## config.mk

```make
export PLATFORM = sky130hd
export DESIGN_NAME = vram_arbiter
export DESIGN_NICKNAME = d
export VERILOG_FILES = /design/src/rtl/vram_arbiter.sv
export SDC_FILE = /design/constraint.sdc
export NUM_CORES = 1
export LEC_CHECK = 0
export CAP_MARGIN = 40
export CORE_AREA = 3 3 85 87
export CTS_BUF_LIST = sky130_fd_sc_hd__clkbuf_4 sky130_fd_sc_hd__clkbuf_8 sky130_fd_sc_hd__clkbuf_16
export DETAILED_ROUTE_END_ITERATION = 8
export DIE_AREA = 0 0 88 90
export GPL_ROUTABILITY_DRIVEN = 0
export SLEW_MARGIN = 20
export SYNTH_ARGS = -nofsm -noshare
export SYNTH_HDL_FRONTEND = slang
export SYNTH_SLANG_ARGS = --single-unit
```

## constraint.sdc

```tcl
create_clock -name clk_i -period 3.3 [get_ports clk_i]
set_clock_uncertainty 0.1 [all_clocks]
set_input_delay 0.825 -clock clk_i [delete_from_list [all_inputs] [get_ports clk_i]]
set_output_delay 0.825 -clock clk_i [all_outputs]
set_load 0.03 [all_outputs]
```

## src/rtl/vram_arbiter.sv

```systemverilog
// ============================================================================
// Module   : vram_arbiter
// Purpose  : Shares one single-port synchronous VRAM between the display
//            fetch path (1 bpp, 8 pixels per word) and a CPU. The display
//            always wins the port; the CPU is deferred around display slots.
// Options  : define VRAM_ARB_CPU_READ_EN to enable CPU reads; without it every
//            CPU access is a write and cpu_rdata_o is tied to zero.
// Revision : 1.0 - initial release
// ============================================================================
`default_nettype none

module vram_arbiter #(
  parameter int FRAME_WORDS = 38400,
  parameter int ADDR_W      = 16
) (
  input  logic              clk_i,
  input  logic              reset_i,
  input  logic              rgb_en_i,
  input  logic              frame_start_i,
  input  logic              cpu_req_i,
  input  logic              cpu_we_i,
  input  logic [ADDR_W-1:0] cpu_addr_i,
  input  logic [7:0]        cpu_wdata_i,
  output logic              cpu_ack_o,
  output logic [7:0]        cpu_rdata_o,
  output logic [ADDR_W-1:0] mem_addr_o,
  output logic              mem_we_o,
  output logic [7:0]        mem_wdata_o,
  input  logic [7:0]        mem_rdata_i,
  output logic              pixel_o
);

  localparam logic [ADDR_W-1:0] LAST_ADDR = ADDR_W'(FRAME_WORDS - 1);

  typedef enum logic [1:0] {
    ST_IDLE = 2'd0,
    ST_WAIT = 2'd1,
    ST_ACK  = 2'd2
  } state_e;

  state_e            state_q;
  logic              ack_q;
  logic [ADDR_W-1:0] disp_addr_q, disp_addr_d;
  logic [2:0]        phase_q, phase_d;
  logic [7:0]        hb_q;
  logic [7:0]        sr_q, sr_d;
  logic              pixel_q, pixel_d;
  logic              slot_q;
  logic              slot;
  logic              issue;
  logic              cpu_we_eff;

  function automatic logic [ADDR_W-1:0] next_addr(input logic [ADDR_W-1:0] a);
    return (a == LAST_ADDR) ? '0 : a + ADDR_W'(1);
  endfunction

`ifdef VRAM_ARB_CPU_READ_EN
  logic [7:0] rdata_q;
  assign cpu_we_eff  = cpu_we_i;
  assign cpu_rdata_o = rdata_q;

  // Read data arrives in WAIT; latch it for presentation during ACK
  always_ff @(posedge clk_i) begin
    if (reset_i) begin
      rdata_q <= 8'd0;
    end else if (state_q == ST_WAIT && !cpu_we_i) begin
      rdata_q <= mem_rdata_i;
    end
  end
`else
  logic unused_cpu_we;
  assign unused_cpu_we = cpu_we_i;
  assign cpu_we_eff    = 1'b1;
  assign cpu_rdata_o   = 8'd0;
`endif

  // Display slot: frame prefetch, or the phase-1 fetch of the next word
  assign slot  = frame_start_i | (rgb_en_i & (phase_q == 3'd1));
  assign issue = ~reset_i & (state_q == ST_IDLE) & cpu_req_i & ~slot;

  assign cpu_ack_o = ack_q;
  assign pixel_o   = pixel_q;

  // Memory port mux (display first, then CPU issue) and display next-state
  always_comb begin
    mem_addr_o  = '0;
    mem_we_o    = 1'b0;
    mem_wdata_o = 8'd0;
    disp_addr_d = disp_addr_q;
    phase_d     = phase_q;
    sr_d        = sr_q;
    pixel_d     = 1'b0;
    if (!reset_i) begin
      if (frame_start_i) begin
        mem_addr_o = '0;
      end else if (slot) begin
        mem_addr_o = disp_addr_q;
      end else if (issue) begin
        mem_addr_o  = cpu_addr_i;
        mem_we_o    = cpu_we_eff;
        mem_wdata_o = cpu_wdata_i;
      end
    end
    if (frame_start_i) begin
      disp_addr_d = next_addr('0);
      phase_d     = 3'd0;
    end else if (slot) begin
      disp_addr_d = next_addr(disp_addr_q);
    end
    if (rgb_en_i) begin
      if (!frame_start_i) phase_d = phase_q + 3'd1;
      if (phase_q == 3'd0) begin
        pixel_d = hb_q[7];
        sr_d    = {hb_q[6:0], 1'b0};
      end else begin
        pixel_d = sr_q[7];
        sr_d    = {sr_q[6:0], 1'b0};
      end
    end
  end

  // Display pipeline registers: address, phase, hold buffer, shifter, pixel
  always_ff @(posedge clk_i) begin
    if (reset_i) begin
      disp_addr_q <= '0;
      phase_q     <= 3'd0;
      hb_q        <= 8'd0;
      sr_q        <= 8'd0;
      pixel_q     <= 1'b0;
      slot_q      <= 1'b0;
    end else begin
      disp_addr_q <= disp_addr_d;
      phase_q     <= phase_d;
      sr_q        <= sr_d;
      pixel_q     <= pixel_d;
      slot_q      <= slot;
      if (slot_q) hb_q <= mem_rdata_i;
    end
  end

  // CPU access FSM: issue in IDLE, data returns in WAIT, one-cycle ACK
  always_ff @(posedge clk_i) begin
    if (reset_i) begin
      state_q <= ST_IDLE;
      ack_q   <= 1'b0;
    end else begin
      case (state_q)
        ST_IDLE: begin
          ack_q <= 1'b0;
          if (issue) state_q <= ST_WAIT;
        end
        ST_WAIT: begin
          ack_q   <= 1'b1;
          state_q <= ST_ACK;
        end
        ST_ACK: begin
          ack_q   <= 1'b0;
          state_q <= ST_IDLE;
        end
        default: begin
          ack_q   <= 1'b0;
          state_q <= ST_IDLE;
        end
      endcase
    end
  end

endmodule

`default_nettype wire

```

After elaboration in Yosys (flattened, before gate mapping)
Index checks and enable logic that the tools add are counted.

storage, ports and cells
  register bits after elaboration = 40
  latch bits = 0
  bits in writable memories = 0
  ROM bits = 0
  input bits = 38
  memories = 0

cells by class
  add/subtract/negate cells = 2
  multipliers = 0
  div/mod/pow operators = 0
  order comparisons = 0
  equality and inequality tests = 4
  shift operators = 0
  muxes and demuxes = 23
  bitwise logic cells = 8
  reduce and logical (&&, ||, !) cells = 5

operators by type and width
  cell                                                              count
  16-bit 2-to-1 mux                                                 5
  8-bit 2-to-1 mux                                                  5
  16-bit by 1-bit adder with 16-bit output (second input constant)  1
  16-bit == test (second input constant)                            1
  3-bit 2-to-1 mux                                                  3
  1-bit 2-to-1 mux                                                  8
  1-bit bitwise AND                                                 4
  2-bit case mux with 2 select lines                                1
  2-bit OR reduction                                                2
  3-bit by 1-bit adder with 3-bit output (second input constant)    1
  3-bit by 1-bit == test with 1-bit output (second input constant)  1
  3-bit logical NOT                                                 1
  1-bit NOT                                                         3
  2-bit by 1-bit == test with 1-bit output (second input constant)  1
  2-bit logical NOT                                                 1
  2-bit 2-to-1 mux                                                  1
  2-bit inequality test (second input constant)                     1
  2-bit nonzero test                                                1
  1-bit OR                                                          1

Longest topological paths before layout
  depth after elaboration = 9
  gate-level depth with buffers = 8

Worst setup path after synthesis
OpenSTA, ideal clock, no wires.

  kind = input -> output
  start point = input reset_i
  end point = output mem_addr_o[14]
  arrival = 2.370 ns
  setup slack = 0.005 ns
  stages on the path = 5
  cell sequence = or4b_1 nor3_4 buf_2 a22oi_1 nor2_1

on the way
  word-level cells in the longest chain between the ends = 8

RTL lines
  item                             RTL line  source
  start: declaration               17        input logic reset_i,
  1-bit NOT                        79        assign issue = ~reset_i & (state_q == ST_IDLE) & cpu_req_i & ~slot;
  1-bit bitwise AND (3 in series)  79
  16-bit 2-to-1 mux                98        end else if (issue) begin
  16-bit 2-to-1 mux                96        end else if (slot) begin
  16-bit 2-to-1 mux                94        if (frame_start_i) begin
  16-bit 2-to-1 mux *              93        if (!reset_i) begin
  end: declaration                 26        output logic [ADDR_W-1:0] mem_addr_o,

Mark *: on every way between the ends. The rest lies on a longest branch, timed or not.

Final worst setup path
  start point = input cpu_req_i
  end point = output mem_addr_o[15]

on the way
  word-level cells in the longest chain between the ends = 6

RTL lines
  item                             RTL line  source
  start: declaration               20        input logic cpu_req_i,
  1-bit bitwise AND (2 in series)  79
  16-bit 2-to-1 mux                98
  16-bit 2-to-1 mux                96
  16-bit 2-to-1 mux                94
  16-bit 2-to-1 mux                93

No other way between the ends.

==> summary.txt <==
Synthesis
  – Combined area of all synthesized cells: 0.00208 mm²
  – Post-synth top area cell: dfxtp_1
  – Area share of the largest cell type after synthesis: 37.6%
  – Gate count after technology mapping: around 240
  – Flip-flop and latch count after synthesis: 39
  – Yosys warning count: 0
  – Average cell area after synthesis: 8.73 µm²
  – Unique masters post-synth: 42
  – Top cells by area, synth: dfxtp_1, mux2i_1, nor2_1
  – Fraction of the yosys area taken by sequential cells: 37.6%

Worst setup path
  – Type of element capturing the critical path: output port
  – Startpoint types: input port
  – Launching point of the worst reg2reg path: phase_q[0]
  – Chain of cells forming the critical path: clkdlybuf4s15_1 -> or4b_4 -> nor3_4 -> buf_6 -> buf_8 -> buf_16 -> a22oi_2 -> nor2_1 -> buf_4
  – CP max FO: 6
  – Crit-path leading delay family: simple AND/OR/NAND/NOR gates
  – CP startpoint: cpu_req_i
  – Required time at the endpoint of the critical path: roughly 2.4 ns
  – Largest stage delay, worst path: 0.47 ns
  – Number of buffer and inverter stages on the critical path: 5
  – Type of the worst setup path: in2out
  – WP data arrival: 2.31 ns
  – Slowest-stage cell, CP: or4b_4

Floorplan
  – Die height: 90 µm
  – Total I/O pin count: 73
  – Core Region: 0.00642 mm²
  – Effective utilization at floorplan: roughly a third
  – Standard-cell rows: 29
  – Horiz. Die Dim: 88 µm
  – Full die area: 0.00792 mm²

Timing
  – Unrepaired setup endpoints after global routing: false
  – Number of failing setup endpoints in the final timing report: 0
  – Final count of hold timing violations: 0
  – Share of the clock period used by the worst path: 97.9%
  – Min Clock Period, post-route: 3.23 ns
  – Final worst setup slack: 0.0693 ns
  – Count of pins over their slew limit: 0
  – Setup TNS: 0 ns
  – Highest Clock Rate: between 300 and 400 MHz

GRT
  – Wire length of the first global-routing pass: 9.24 mm
  – Antenna violations before repair: 0
  – Via count of the first global-routing pass: 1,945
  – All-layer global routing usage: 14.4%
  – Remaining Overflow, GRT: 0
  – Largest net degree at the start of global routing: 23

Layout
  – Area Growth Syn to Fin: 44.2%
  – Share of post-route cells with drive strength above 1: between 20 and 25%
  – Register area: 781 µm²
  – Multi-input gate area in the final layout: between 0.001 and 0.0015 mm²
  – Diodes inserted: 0
  – Number of nets at the end of the flow: 347
  – Count of fill cells added during filler insertion: 651
  – Final Util: 46.6%

Detailed routing
  – Drt via density: 5.02
  – Count of nets left with antenna violations after detail routing: 0
  – Remaining DRCs: 0
  – Routed via count: 1,923
  – First-pass DRT Iterations: 4
  – Average wire per cell in the routed design: 14.3 µm
  – Total length of routed wires: between 5 and 6 mm
  – DRT iter0 DRCs: around 90

Clock tree
  – CTS Hold Buffers Added: 0
  – Worst-skew pair later-pin latency: 0.29 ns
  – TritonCTS clock tree: yes
  – CTS buffer count: 5
  – Buffer cell driving the clock tree root: clkbuf_8
  – H-Tree Depth: 2
  – CTS sink count: 39
  – Clk slew on worst S/H paths: roughly 0.08 ns
  – CTS max path bufs: 2

Place
  – Setup slack at placement: -0.159 ns
  – Number of port buffers: 63
  – HPWL after detailed placement: between 3 and 4 mm

Power and ir drop
  – Peak supply drop: 271 µV
  – Power per cell area: around 360 mW/mm²
  – Leakage: 1.14 nW
  – Total power after layout: 1.08 mW

Worst hold path
  – Hold crit path type: reg2reg
  – Startpoint of the lowest-slack hold path: state_q[1]

Job
  – MaxCap Viol Count: 0

Status
  – Run status: finished, final reports clean
## timing repair
item / 4_1_cts / 5_1_grt
endpoints found under the setup margin: 24 / 9
cloned: 3 / 0
resized for setup: 28 / 2
setup buffers: 3 / 0
pin swaps: 5 / 3
## power by group
| part | total, mW | switching (mW) | internal (mW) |
|---|---|---|---|
| Combinational | 0.174 | 0.0828 | 0.0911 |
| Clock | 0.415 | 0.186 | 0.229 |
| Sequential | 0.495 | 0.0108 | 0.484 |
| Total | 1.08 | 0.280 | 0.805 |
## layout by cell type, fill, tap and decap left out, types with 6 or more instances in the layout
| cell | instances |
|---|---|
| a211oi_1 | 6 |
| a21oi_1 | 10 |
| a22oi_1 | 13 |
| buf_4 | 27 |
| buf_6 | 7 |
| clkdlybuf4s50_1 | 34 |
| conb_1 | 8 |
| dfxtp_1 | 39 |
| mux2i_1 | 17 |
| nand2_1 | 6 |
| nor2_1 | 42 |
| xor2_1 | 7 |
## cell type report
cell class	instances	area share, %
multi-input combinational	178	39.9
inverter	3	0.376
clock inverter	3	1.59
timing repair buffer	78	26.6
clock buffer	5	2.30
tap	77	3.22
sequential	39	26.1
## routing by layer
metal / track usage [%] / vias to the layer above / share of wire, % / wire, µm
li1: - / 962 / - / -
met1: 16.7 / 902 / 40 / 2200
met2: 26.1 / 52 / 53 / 2870
met3: 3.20 / 7 / 6.3 / 345
met4: 3.71 / 0 / 0.88 / 48
met5: 0 / - / 0 / 0
## stage by stage
stage          instance area [µm²]  hold slack, ns  cells
2_1_floorplan                 2100           0.317    245
3_3_place_gp                  2710           0.331    369
3_5_place_dp                  2710           0.342    369
4_1_cts                       2990           0.360    383
5_1_grt                       3000           0.382    383
6_report                      3000           0.357    383
## flip-flops by register name, summed over array words and instances (netlist names)
| register | cells |
|---|---|
| disp_addr_q | 16 |
| cpu_ack_o | 1 |
| sr_q | 7 |
| slot_q | 1 |
| state_q | 2 |
| phase_q | 3 |
| hb_q | 8 |
| pixel_o | 1 |
## worst paths after layout
| kind | endpoint | slack, ns | cells after the start |
|---|---|---|---|
| worst min-delay path | state_q[1] | 0.36 | 1 |
| worst max register to register | disp_addr_q[15] | 1.33 | 6 |
| worst min register to register | state_q[1] | 0.36 | 1 |
| worst max-delay path | mem_addr_o[15] | 0.07 | 9 |
## cells in the mapped netlist
master,number
or4_1,2
o2111ai_1,3
buf_4,9
a21oi_2,2
o211ai_1,2
o31ai_1,4
nand2b_1,2
nor3_4,1
conb_1,1
nand3_1,5
dfxtp_1,39
nor2b_1,1
or4_4,2
buf_2,5
and4_1,2
a22oi_1,16
and2_1,10
xor2_1,7
nand3b_1,1
nand2_1,6
or2_2,1
and3_1,3
inv_1,3
ha_1,4
or4b_1,1
o21ai_0,4
o211ai_4,1
buf_6,2
clkbuf_1,9
mux2i_1,17
nor3b_1,2
and3b_1,1
a211oi_1,6
o21bai_1,1
nor3_1,3
and4b_1,1
nor4b_1,1
nand4_1,2
a21oi_1,10
nor2_1,42
or3_1,3
xnor2_1,1
## logic make-up after synthesis
logic type / count (synthesis) / share of synthesized area, %
buffers and inverters: 28 / 7.71
adders and majority gates: 4 / 2.41
muxes: 17 / 8.19
xor gates and xnor gates: 8 / 3.37
other: 1 / 0.181
and+or+nand+nor: 92 / 23.6
DFF: 39 / 37.6
AOI/OAI and AO/OA: 49 / 17.0
(Power assumes the default switching activity.)
